[src/rtl/vram_arb_pkg.sv]
// Shared types for the VRAM arbiter: FSM state encoding, refresh sub-phases,
// access size codes and a small index-width helper.
package vram_arb_pkg;

  typedef enum logic [2:0] {
    ST_IDLE,
    ST_ISSUE,
    ST_WAIT_ACCEPT,
    ST_WAIT_DONE,
    ST_REFRESH
  } arb_state_e;

  typedef enum logic [1:0] {
    RF_STROBE,
    RF_WAIT_HI,
    RF_WAIT_LO
  } rf_phase_e;

  typedef enum logic [1:0] {
    WS_BYTE,
    WS_HALF,
    WS_WORD,
    WS_RSVD
  } word_size_e;

  function automatic int idx_w(input int n);
    return (n < 2) ? 1 : $clog2(n);
  endfunction

endpackage

[src/rtl/vram_arbiter_rr_grant.sv]
// Round-robin grant picker: searches from the port after last_idx, wrapping.
// With PORT0_PRIO set, port 0 wins outright and the others rotate among themselves.
module rr_grant
  import vram_arb_pkg::*;
#(
  parameter int NUM_PORTS  = 3,
  parameter bit PORT0_PRIO = 1'b0,
  localparam int IW        = idx_w(NUM_PORTS)
) (
  input  logic [NUM_PORTS-1:0] req,
  input  logic [IW-1:0]        last_idx,
  output logic [NUM_PORTS-1:0] gnt,
  output logic [IW-1:0]        gnt_idx,
  output logic                 gnt_valid
);

  logic [IW-1:0] cand;

  always_comb begin
    gnt       = '0;
    gnt_idx   = '0;
    gnt_valid = 1'b0;
    cand      = '0;
    if (PORT0_PRIO && req[0]) begin
      gnt[0]    = 1'b1;
      gnt_valid = 1'b1;
    end else begin
      for (int k = 1; k <= NUM_PORTS; k++) begin
        cand = IW'((int'(last_idx) + k) % NUM_PORTS);
        if (!gnt_valid && req[cand]) begin
          gnt[cand] = 1'b1;
          gnt_idx   = cand;
          gnt_valid = 1'b1;
        end
      end
    end
  end

endmodule

[src/rtl/vram_arbiter.sv]
// Multi-port VRAM access arbiter with periodic refresh insertion.
// Optional build macro PORT0_PRIORITY_EN gives port 0 (display fetch) absolute priority.
module vram_arbiter
  import vram_arb_pkg::*;
#(
  parameter int NUM_PORTS        = 3,
  parameter int ADDR_WIDTH       = 17,
  parameter int REFRESH_INTERVAL = 810
) (
  input  logic                                 clk,
  input  logic                                 reset,
  input  logic [NUM_PORTS-1:0]                 req,
  input  logic [NUM_PORTS-1:0]                 wr,
  input  logic [NUM_PORTS-1:0][ADDR_WIDTH-1:0] addr,
  input  logic [NUM_PORTS-1:0][1:0]            word_size,
  input  logic [NUM_PORTS-1:0][31:0]           din32,
  output logic [NUM_PORTS-1:0]                 ack,
  output logic [31:0]                          dout32,
  output logic                                 mem_read,
  output logic                                 mem_write,
  output logic                                 mem_refresh,
  output logic [ADDR_WIDTH-1:0]                mem_addr,
  output logic [31:0]                          mem_din32,
  output logic [1:0]                           mem_word_size,
  input  logic                                 mem_busy,
  input  logic [31:0]                          mem_dout32,
  output logic                                 refresh_overrun
);

  localparam int IW = idx_w(NUM_PORTS);
  localparam int CW = $clog2(REFRESH_INTERVAL + 1);
  localparam logic [CW-1:0] CNT_LAST = CW'(REFRESH_INTERVAL - 1);
`ifdef PORT0_PRIORITY_EN
  localparam bit P0_PRIO = 1'b1;
`else
  localparam bit P0_PRIO = 1'b0;
`endif

  arb_state_e                 state_q, state_d;
  rf_phase_e                  rf_phase_q, rf_phase_d;
  logic [NUM_PORTS-1:0]       grant_q, grant_d;
  logic [IW-1:0]              last_q, last_d;
  logic                       wr_q, wr_d;
  logic [ADDR_WIDTH-1:0]      addr_q, addr_d;
  logic [31:0]                din_q, din_d;
  word_size_e                 ws_q, ws_d;
  logic [NUM_PORTS-1:0]       ack_q, ack_d;
  logic [31:0]                dout_q, dout_d;
  logic [CW-1:0]              cnt_q, cnt_d;
  logic                       pend_q, pend_d;
  logic                       ovr_q, ovr_d;
  logic                       rf_clear, wrap;

  logic [NUM_PORTS-1:0]       elig;
  logic [NUM_PORTS-1:0]       gnt;
  logic [IW-1:0]              gnt_idx;
  logic                       gnt_valid;

  // A requester still shows req in its ack cycle; hold off all new grants for
  // that one cycle so it is never served twice and so it can re-request first.
  assign elig = (|ack_q) ? '0 : req;

  rr_grant #(
    .NUM_PORTS (NUM_PORTS),
    .PORT0_PRIO(P0_PRIO)
  ) u_rr_grant (
    .req      (elig),
    .last_idx (last_q),
    .gnt      (gnt),
    .gnt_idx  (gnt_idx),
    .gnt_valid(gnt_valid)
  );

  always_comb begin
    state_d    = state_q;
    rf_phase_d = rf_phase_q;
    grant_d    = grant_q;
    last_d     = last_q;
    wr_d       = wr_q;
    addr_d     = addr_q;
    din_d      = din_q;
    ws_d       = ws_q;
    ack_d      = '0;
    dout_d     = dout_q;
    rf_clear   = 1'b0;
    case (state_q)
      ST_IDLE: begin
        if (!mem_busy) begin
          if (pend_q) begin
            state_d    = ST_REFRESH;
            rf_phase_d = RF_STROBE;
          end else if (gnt_valid) begin
            grant_d = gnt;
            wr_d    = wr[gnt_idx];
            addr_d  = addr[gnt_idx];
            din_d   = din32[gnt_idx];
            ws_d    = word_size_e'(word_size[gnt_idx]);
            // Priority grants to port 0 do not disturb the rotation of the others.
            if (!(P0_PRIO && gnt_idx == '0)) last_d = gnt_idx;
            state_d = ST_ISSUE;
          end
        end
      end
      ST_ISSUE: state_d = ST_WAIT_ACCEPT;
      ST_WAIT_ACCEPT: begin
        if (mem_busy) state_d = ST_WAIT_DONE;
      end
      ST_WAIT_DONE: begin
        if (!mem_busy) begin
          ack_d   = grant_q;
          dout_d  = mem_dout32;
          state_d = ST_IDLE;
        end
      end
      ST_REFRESH: begin
        case (rf_phase_q)
          RF_STROBE: begin
            rf_clear   = 1'b1;
            rf_phase_d = RF_WAIT_HI;
          end
          RF_WAIT_HI: begin
            if (mem_busy) rf_phase_d = RF_WAIT_LO;
          end
          default: begin
            if (!mem_busy) state_d = ST_IDLE;
          end
        endcase
      end
      default: state_d = ST_IDLE;
    endcase
  end

  // A wrap in the same cycle as the refresh strobe re-arms pending and is not an overrun.
  always_comb begin
    wrap   = (cnt_q == CNT_LAST);
    cnt_d  = wrap ? '0 : cnt_q + CW'(1);
    pend_d = wrap | (pend_q & ~rf_clear);
    ovr_d  = ovr_q | (wrap & pend_q & ~rf_clear);
  end

  always_ff @(posedge clk) begin
    if (reset) begin
      state_q    <= ST_IDLE;
      rf_phase_q <= RF_STROBE;
      grant_q    <= '0;
      last_q     <= IW'(NUM_PORTS - 1);
      wr_q       <= 1'b0;
      addr_q     <= '0;
      din_q      <= '0;
      ws_q       <= WS_BYTE;
      ack_q      <= '0;
      dout_q     <= '0;
      cnt_q      <= '0;
      pend_q     <= 1'b0;
      ovr_q      <= 1'b0;
    end else begin
      state_q    <= state_d;
      rf_phase_q <= rf_phase_d;
      grant_q    <= grant_d;
      last_q     <= last_d;
      wr_q       <= wr_d;
      addr_q     <= addr_d;
      din_q      <= din_d;
      ws_q       <= ws_d;
      ack_q      <= ack_d;
      dout_q     <= dout_d;
      cnt_q      <= cnt_d;
      pend_q     <= pend_d;
      ovr_q      <= ovr_d;
    end
  end

  assign ack             = ack_q;
  assign dout32          = dout_q;
  assign mem_read        = (state_q == ST_ISSUE) & ~wr_q;
  assign mem_write       = (state_q == ST_ISSUE) & wr_q;
  assign mem_refresh     = (state_q == ST_REFRESH) & (rf_phase_q == RF_STROBE);
  assign mem_addr        = addr_q;
  assign mem_din32       = din_q;
  assign mem_word_size   = ws_q;
  assign refresh_overrun = ovr_q;

endmodule

[config.mk]
export PLATFORM = sky130hd
export DESIGN_NAME = vram_arbiter
export DESIGN_NICKNAME = d
export VERILOG_FILES = /design/src/rtl/vram_arb_pkg.sv /design/src/rtl/vram_arbiter_rr_grant.sv /design/src/rtl/vram_arbiter.sv
export SDC_FILE = /design/constraint.sdc
export NUM_CORES = 1
export LEC_CHECK = 0
export ABC_CLOCK_PERIOD_IN_PS = 2300
export CAP_MARGIN = 0
export CORE_MARGIN = 8
export CORE_UTILIZATION = 37
export CTS_BUF_LIST = sky130_fd_sc_hd__clkbuf_4
export DETAILED_ROUTE_END_ITERATION = 8
export PLACE_DENSITY = 0.8
export SYNTH_ARGS = -nofsm -noshare
export SYNTH_HDL_FRONTEND = slang
export SYNTH_SLANG_ARGS = --single-unit
[constraint.sdc]
create_clock -name clk -period 2.3 [get_ports clk]
set_clock_uncertainty 0.2 [all_clocks]
set_input_delay 0.46 -clock clk [delete_from_list [all_inputs] [get_ports clk]]
set_output_delay 0.46 -clock clk [all_outputs]
set_load 0.02 [all_outputs]
==> results of run 1 <==
==> per-stage QoR <==
stage               instance area [sq um]  setup TNS, ns  instances
finish                               9510          -6.86       1085
global route                         9510         -12.39       1085
CTS                                  9220          -5.49       1071
detailed placement                   8730         -28.40       1040
global placement                     8730         -26.59       1040
floorplan                            5390          -1.72        554
==> final cells by class <==
cell class | instances | area [sq um] | share of cell area
flip-flops and latches | 109 | 2190 | 0.231
clock buffers | 9 | 67.6 | 0.00710
well taps | 180 | 225 | 0.0237
multi-input cells | 397 | 3020 | 0.317
clock inverters | 7 | 71.3 | 0.00750
repair buffers | 375 | 3910 | 0.411
inverters | 8 | 30.0 | 0.00316
==> cell usage after synthesis, types with 8 or more instances <==
| cell type | n | area, sq um |
|---|---|---|
| mux2i_1 | 52 | 521 |
| a22oi_2 | 50 | 626 |
| nor3_1 | 10 | 50.1 |
| o21ai_1 | 51 | 255 |
| inv_1 | 8 | 30.0 |
| nor2_1 | 27 | 101 |
| dfxtp_1 | 109 | 2180 |
| nand2b_1 | 10 | 62.6 |
| clkbuf_1 | 19 | 71.3 |
| a21oi_1 | 40 | 200 |
| buf_6 | 18 | 203 |
| nand2_1 | 78 | 293 |
==> tightest hold or removal path, cell delays in order <==
cell and delay (ns):
buf_2 0.08, buf_4 0.29, a21oi_1 0.06
==> metal layers <==
layer / up-vias / GRT usage / routed length [um]
met1: 2536 / 0.235 / 7870
met3: 34 / 0.0886 / 2300
met2: 222 / 0.377 / 10400
met4: 0 / 0.0654 / 563
met5: - / 0 / 0
li1: 2686 / - / -
==> state kept, by name (all words and copies together), names as in the netlist, 2 cells and up <==
register and flops:
cnt_q 10, mem_din32 32, state_q 3, rf_phase_q 2
dout32 32, last_q 2, ack 3, mem_addr 17
mem_word_size 2, grant_q 3
==> logic make-up after synthesis <==
| logic type | Yosys count |
|---|---|
| flops | 109 |
| xor+xnor | 8 |
| mux | 53 |
| buf+inv | 48 |
| compound gates | 174 |
| fa+ha+maj | 6 |
| simple gates | 156 |
==> path summary, 6_finish.rpt <==
check / slack (ns) / start / end
worst min register to register: 0.27 / dout32[16]$_SDFFE_PP0P_ / dout32[16]$_SDFFE_PP0P_
worst max register to register: -0.21 / last_q[0]$_SDFFE_PP0P_ / mem_din32[1]$_SDFFE_PP0P_
worst min-delay path: 0.24 / reset / dout32[18]$_SDFFE_PP0P_
worst max-delay path: -0.21 / last_q[0]$_SDFFE_PP0P_ / mem_din32[1]$_SDFFE_PP0P_
==> where the power goes <==
part	switching [mW]	internal [mW]	leakage, nW	total, mW
registers	0.369	2.43	0.890	2.80
clock network	0.741	0.260	0.0770	1.00
logic	3.92	4.54	2.69	8.47
total	5.03	7.24	3.65	12.3
==> repair_timing <==
item                       in CTS  in global routing
setup endpoints to repair      60                 62
cloned                          4                  5
gates resized for setup        51                 30
pin swaps                       7                 24
setup buffers                  11                 11
hold buffers                    0                  0
==> results.py, run 1 <==
metrics = {
    "floorplan": {
        "dieHeight_um": 136,
        "core_area_sq_um": 13900,
        "ios": 284,
        "start_util": 0.381,
        "num_rows": 43,
        "die_w_um": 136,
        "dieArea_sq_um": 18400,
    },
    "sta": {
        "finalSetupViolCount": 56,
        "period_share": 1.09,
        "rsz0062_at_grt": "yes",
        "timing.hold.ws_ns": 0.244,
        "worst_slack_ns": -0.208,
        "fmax_ghz": 0.399,
        "period_minus_slack_ns": 2.51,
        "worst_slew_pin_slew_ns": 0.368,
        "slew_viol_final": 0,
        "relSlewSlack": 0.754,
        "finalHoldViolCount": 0,
    },
    "synthesis": {
        "ys_ff_latch": 109,
        "synth_compound_area_frac": 0.263,
        "synth_cells": 554,
        "synth_top_family_by_area": "compound AO/OA/AOI/OAI gates",
        "yosys_warnings": 0,
        "async_flop_share": 0,
        "syn_nets": 754,
        "ys_seq_area_frac": 0.411,
        "synth_fa_ha_area_frac": 0.0141,
        "synth-simple-area-share": 0.138,
        "synth_top_flop_cell": "dfxtp_1",
        "synth.mux.area_fraction": 0.100,
        "synth_xor_area_frac": 0.0132,
        "synth-edff-count": 0,
        "ys_types": 50,
        "syn_area_sq_um": 5310,
        "avgSynthCellArea_sq_um": 9.58,
    },
    "place": {
        "hpwl_um": 15500,
        "place_ws_ns": -0.540,
        "portBuffers": 283,
        "routabilityCongestion": 0.875,
    },
    "min_path": {
        "hold_depth": 3,
        "hold_path_class": "primary input to register",
    },
    "layout": {
        "num-nets-final": 1100,
        "drive_above_1_share": 0.233,
        "final_common_cell": "clkdlybuf4s50_1",
        "syn2layout_area_growth_pct": 79.3,
        "fin_util": 0.683,
        "antenna_cells": 0,
        "mostFrequentLayoutCells": "clkdlybuf4s50_1 (277), dfxtp_1 (104), nand2_1 (76)",
        "fillerInstances": 1082,
    },
    "route": {
        "vias_per_cell": 5.05,
        "drt_iter0_drc": 264,
        "wire_per_inst_um": 19.5,
        "ant_nets": 0,
        "finalWirelength_um": 21200,
        "firstDrtPassIters": 4,
        "drc": 0,
        "routed-via-count": 5478,
    },
    "pwr": {
        "leakagePower_nw": 3.65,
        "power_density_nw_per_um2": 1290,
        "totalPowerFinal_mw": 12.3,
        "vdd_drop_max_v": 0.000778,
    },
    "critical_path": {
        "path_cells": "inv_2 > ha_4 > buf_6 > a21oi_4 > a221oi_4 > a21o_1 > o21ai_4 > buf_12 > buf_4 > mux2i_1 > o21ai_1",
        "crit_fanout": 11,
        "slowest_stage": "a221oi_4",
        "required_ns": 2.48,
        "reg2regPathDepth": 11,
        "cp-end-kind": "register",
        "cp.arrival_ns": 2.69,
        "criticalPathCategory": "register to register",
        "cp_slowest_stage_delay_ns": 0.40,
        "cp_num_cells": 11,
        "path_delay_family": "compound AO/OA/AOI/OAI gates",
        "crit_path_start_kind": "register",
        "path_buf_inv": 4,
    },
    "global_route": {
        "grt_start_max_net_pins": 35,
        "grt_pass1_wl_um": 31500,
        "grt_usage": 0.217,
        "antenna_found_initial": 0,
        "overflow": 0,
        "grt_pass1_vias": 5668,
    },
    "clock_tree": {
        "htreeDepth": 3,
        "insertion_delay_ns": 0.48,
        "clock_sinks": 109,
        "numCtsBuffers": 9,
        "clk_path_buf_depth": 2,
        "clk_pin_slew_ns": 0.19,
        "root_buffer": "clkbuf_4",
        "tritoncts": "yes",
    },
    "job": {
        "max_cap_violations": 0,
    },
    "outcome": {
        "violations": "negative setup slack",
        "status": "finished, violations left",
    },
}
No activity file was read; power rests on OpenSTA's default activity.
==> inputs of run 2 (changes only) <==
--- a/config.mk
+++ b/config.mk
@@ -11,7 +11,9 @@
 export CORE_UTILIZATION = 37
 export CTS_BUF_LIST = sky130_fd_sc_hd__clkbuf_4
 export DETAILED_ROUTE_END_ITERATION = 8
+export GPL_TIMING_DRIVEN = 1
 export PLACE_DENSITY = 0.8
+export SLEW_MARGIN = 20
 export SYNTH_ARGS = -nofsm -noshare
 export SYNTH_HDL_FRONTEND = slang
 export SYNTH_SLANG_ARGS = --single-unit
==> results of run 2 <==
Final layout, timing and power as in run 1 (identical DEF).
==> inputs of run 3 (changes only) <==
--- a/config.mk
+++ b/config.mk
@@ -13,6 +13,7 @@
 export DETAILED_ROUTE_END_ITERATION = 8
 export GPL_TIMING_DRIVEN = 1
 export PLACE_DENSITY = 0.8
+export REMOVE_ABC_BUFFERS = 1
 export SLEW_MARGIN = 20
 export SYNTH_ARGS = -nofsm -noshare
 export SYNTH_HDL_FRONTEND = slang
==> run 3 against run 2 <==
Net effect:
- the flow still finishes with violations (negative setup slack)
- flip-flop and latch count stayed put
- critical path type unchanged
- count of clock-buffer cells in the layout stayed put
- register-to-register slack worse by 0.02 ns
- non-clock buffer count is 11 lower
- worst hold slack better by 0.020 ns
- clock power is 5% higher
- combinational power is 2% higher
- cell count is 1.0% lower
- core utilization is 1.6 points lower
- total power is 1.9% higher
- largest cell class unchanged
==> results.py, run 3 (synthesis results as in run 1) <==
metrics = {
    "pwr": {
        "leakagePower_nw": 3.61,
        "switching_share": 0.400,
        "vdd_drop_max_v": 0.000803,
        "pwr-share-seq": 0.224,
        "power_frac_clock": 0.084,
        "combPwrFrac": 0.692,
        "p_switching_mw": 5.00,
        "power_density_nw_per_um2": 1350,
        "totalPowerFinal_mw": 12.5,
        "internal_power_mw": 7.51,
    },
    "critical_path": {
        "required_ns": 2.50,
        "cp_slowest_stage_delay_ns": 0.37,
        "cp.arrival_ns": 2.73,
        "crit_path_start_kind": "register",
        "path_cells": "inv_2 > ha_4 > nand2b_4 > buf_4 > a221oi_4 > buf_4 > a21o_1 > o21ai_4 > buf_6 > buf_12 > clkbuf_16 > mux2i_1 > o21ai_1",
        "crit_fanout": 5,
        "slowest_stage": "dfxtp_2",
        "cp-end-kind": "register",
        "crit_path_start": "last_q[0]$_SDFFE_PP0P_",
        "timing.rr.start": "last_q[0]$_SDFFE_PP0P_",
        "path_common_cell": "buf_4",
        "criticalPathCategory": "register to register",
    },
    "layout": {
        "fillerInstances": 1059,
        "mostFrequentLayoutCells": "clkdlybuf4s50_1 (276), dfxtp_1 (103), nand2_1 (76)",
        "drive_above_1_share": 0.218,
        "antenna_cells": 0,
        "fin_util": 0.666,
        "design_area_sq_um": 9280,
        "stdcell_count": 1074,
        "num-nets-final": 1089,
        "final_common_cell": "clkdlybuf4s50_1",
        "syn2layout_area_growth_pct": 75.0,
    },
    "floorplan": {
        "ios": 284,
        "dieHeight_um": 136,
        "num_rows": 43,
        "die_w_um": 136,
        "dieArea_sq_um": 18400,
        "start_util": 0.381,
        "core_area_sq_um": 13900,
    },
    "route": {
        "ant_nets": 0,
        "firstDrtPassIters": 5,
        "finalWirelength_um": 19900,
        "wire_per_inst_um": 18.5,
        "drt_iter0_drc": 191,
        "drc": 0,
        "routed-via-count": 5419,
        "vias_per_cell": 5.05,
    },
    "clock_tree": {
        "clk_path_buf_depth": 2,
        "clock_sinks": 109,
        "cts_hold_buf": 0,
        "tritoncts": "yes",
        "htreeDepth": 3,
        "root_buffer": "clkbuf_4",
        "insertion_delay_ns": 0.49,
        "clk_pin_slew_ns": 0.17,
        "numCtsBuffers": 9,
    },
    "sta": {
        "worst_slack_ns": -0.230,
        "fin_setup_tns_ns": -7.86,
        "rsz0062_at_grt": "yes",
        "period_share": 1.10,
        "relSlewSlack": 0.727,
        "period_minus_slack_ns": 2.53,
        "finalSetupViolCount": 53,
        "timing.hold.ws_ns": 0.264,
        "finalHoldViolCount": 0,
        "worst_slew_pin_slew_ns": 0.399,
        "fmax_ghz": 0.395,
        "slew_viol_final": 0,
    },
    "place": {
        "placed_area_sq_um": 8660,
        "portBuffers": 283,
        "hpwl_um": 15100,
        "routabilityCongestion": 0.863,
        "post-place-cells": 1035,
        "place_ws_ns": -0.582,
    },
    "global_route": {
        "overflow": 0,
        "antenna_found_initial": 0,
        "grt_start_max_net_pins": 52,
        "grt_pass1_vias": 5477,
        "grt_pass1_wl_um": 29400,
        "met1_usage": 0.222,
        "grt_usage": 0.203,
        "busiest_layer": "met2",
        "gr-usage-met3": 0.0838,
        "grt_use_met2": 0.351,
    },
    "min_path": {
        "worstHoldStart": "dout32[31]$_SDFFE_PP0P_",
        "hold_path_class": "register to register",
    },
    "outcome": {
        "status": "finished, violations left",
        "violations": "negative setup slack",
    },
    "job": {
        "max_cap_violations": 0,
    },
}
==> run 3: cell count changes in the layout (fill, tap and decap cells not counted), moves of 3 or more <==
cell,before,now
buf_12,8,14
a21oi_2,0,3
buf_16,8,1
clkbuf_16,4,1
dlymetal6s2s_1,1,4
buf_6,16,9
a21oi_4,3,0
==> run 3: cell type report <==
type,instances,area (sq um),area share
sequential,109,2190,0.236
timing repair buffer,364,3710,0.400
multi-input combinational,397,2980,0.320
clock inverter,7,81.3,0.00876
clock buffer,9,67.6,0.00728
tap,180,225,0.0243
inverter,8,30.0,0.00323
==> run 3: routing by layer <==
layer | part of all wire | vias to the layer above
met5 | 0 | -
met4 | 0.024 | 0
met3 | 0.10 | 27
met2 | 0.50 | 229
met1 | 0.37 | 2503
li1 | - | 2660
==> run 3: critical path, delay by kind of cell, from the launching register on <==
kind,cells,cell delay [ns]
buffers and inverters,6,0.80
AO/OA/AOI/OAI,4,0.61
flip-flops,1,0.37
adder cells (fa/ha/maj),1,0.17
AND/OR/NAND/NOR,1,0.16
multiplexers,1,0.14
==> run 3: power groups by stage <==
stage               Sequential [mW]  Combinational [mW]  Clock, mW
floorplan                      3.25                2.08          0
global placement               2.80                7.05          0
detailed placement             2.82                7.11          0
CTS                            2.79                8.22       1.10
global route                   2.87                9.13       1.18
finish                         2.80                8.65       1.05
==> run 3: final timing paths <==
path	end	slack, ns	cells after the start
setup / recovery	mem_din32[10]$_SDFFE_PP0P_	-0.23	13
hold / removal	dout32[31]$_SDFFE_PP0P_	0.26	2
setup reg to reg	mem_din32[10]$_SDFFE_PP0P_	-0.23	13
hold reg to reg	dout32[31]$_SDFFE_PP0P_	0.26	2
==> run 3: timing repair <==
action,CTS,global route
gates cloned,3,1
buffers inserted,13,8
pin swaps,12,8
setup endpoints to repair,61,65
gates resized for setup,43,30
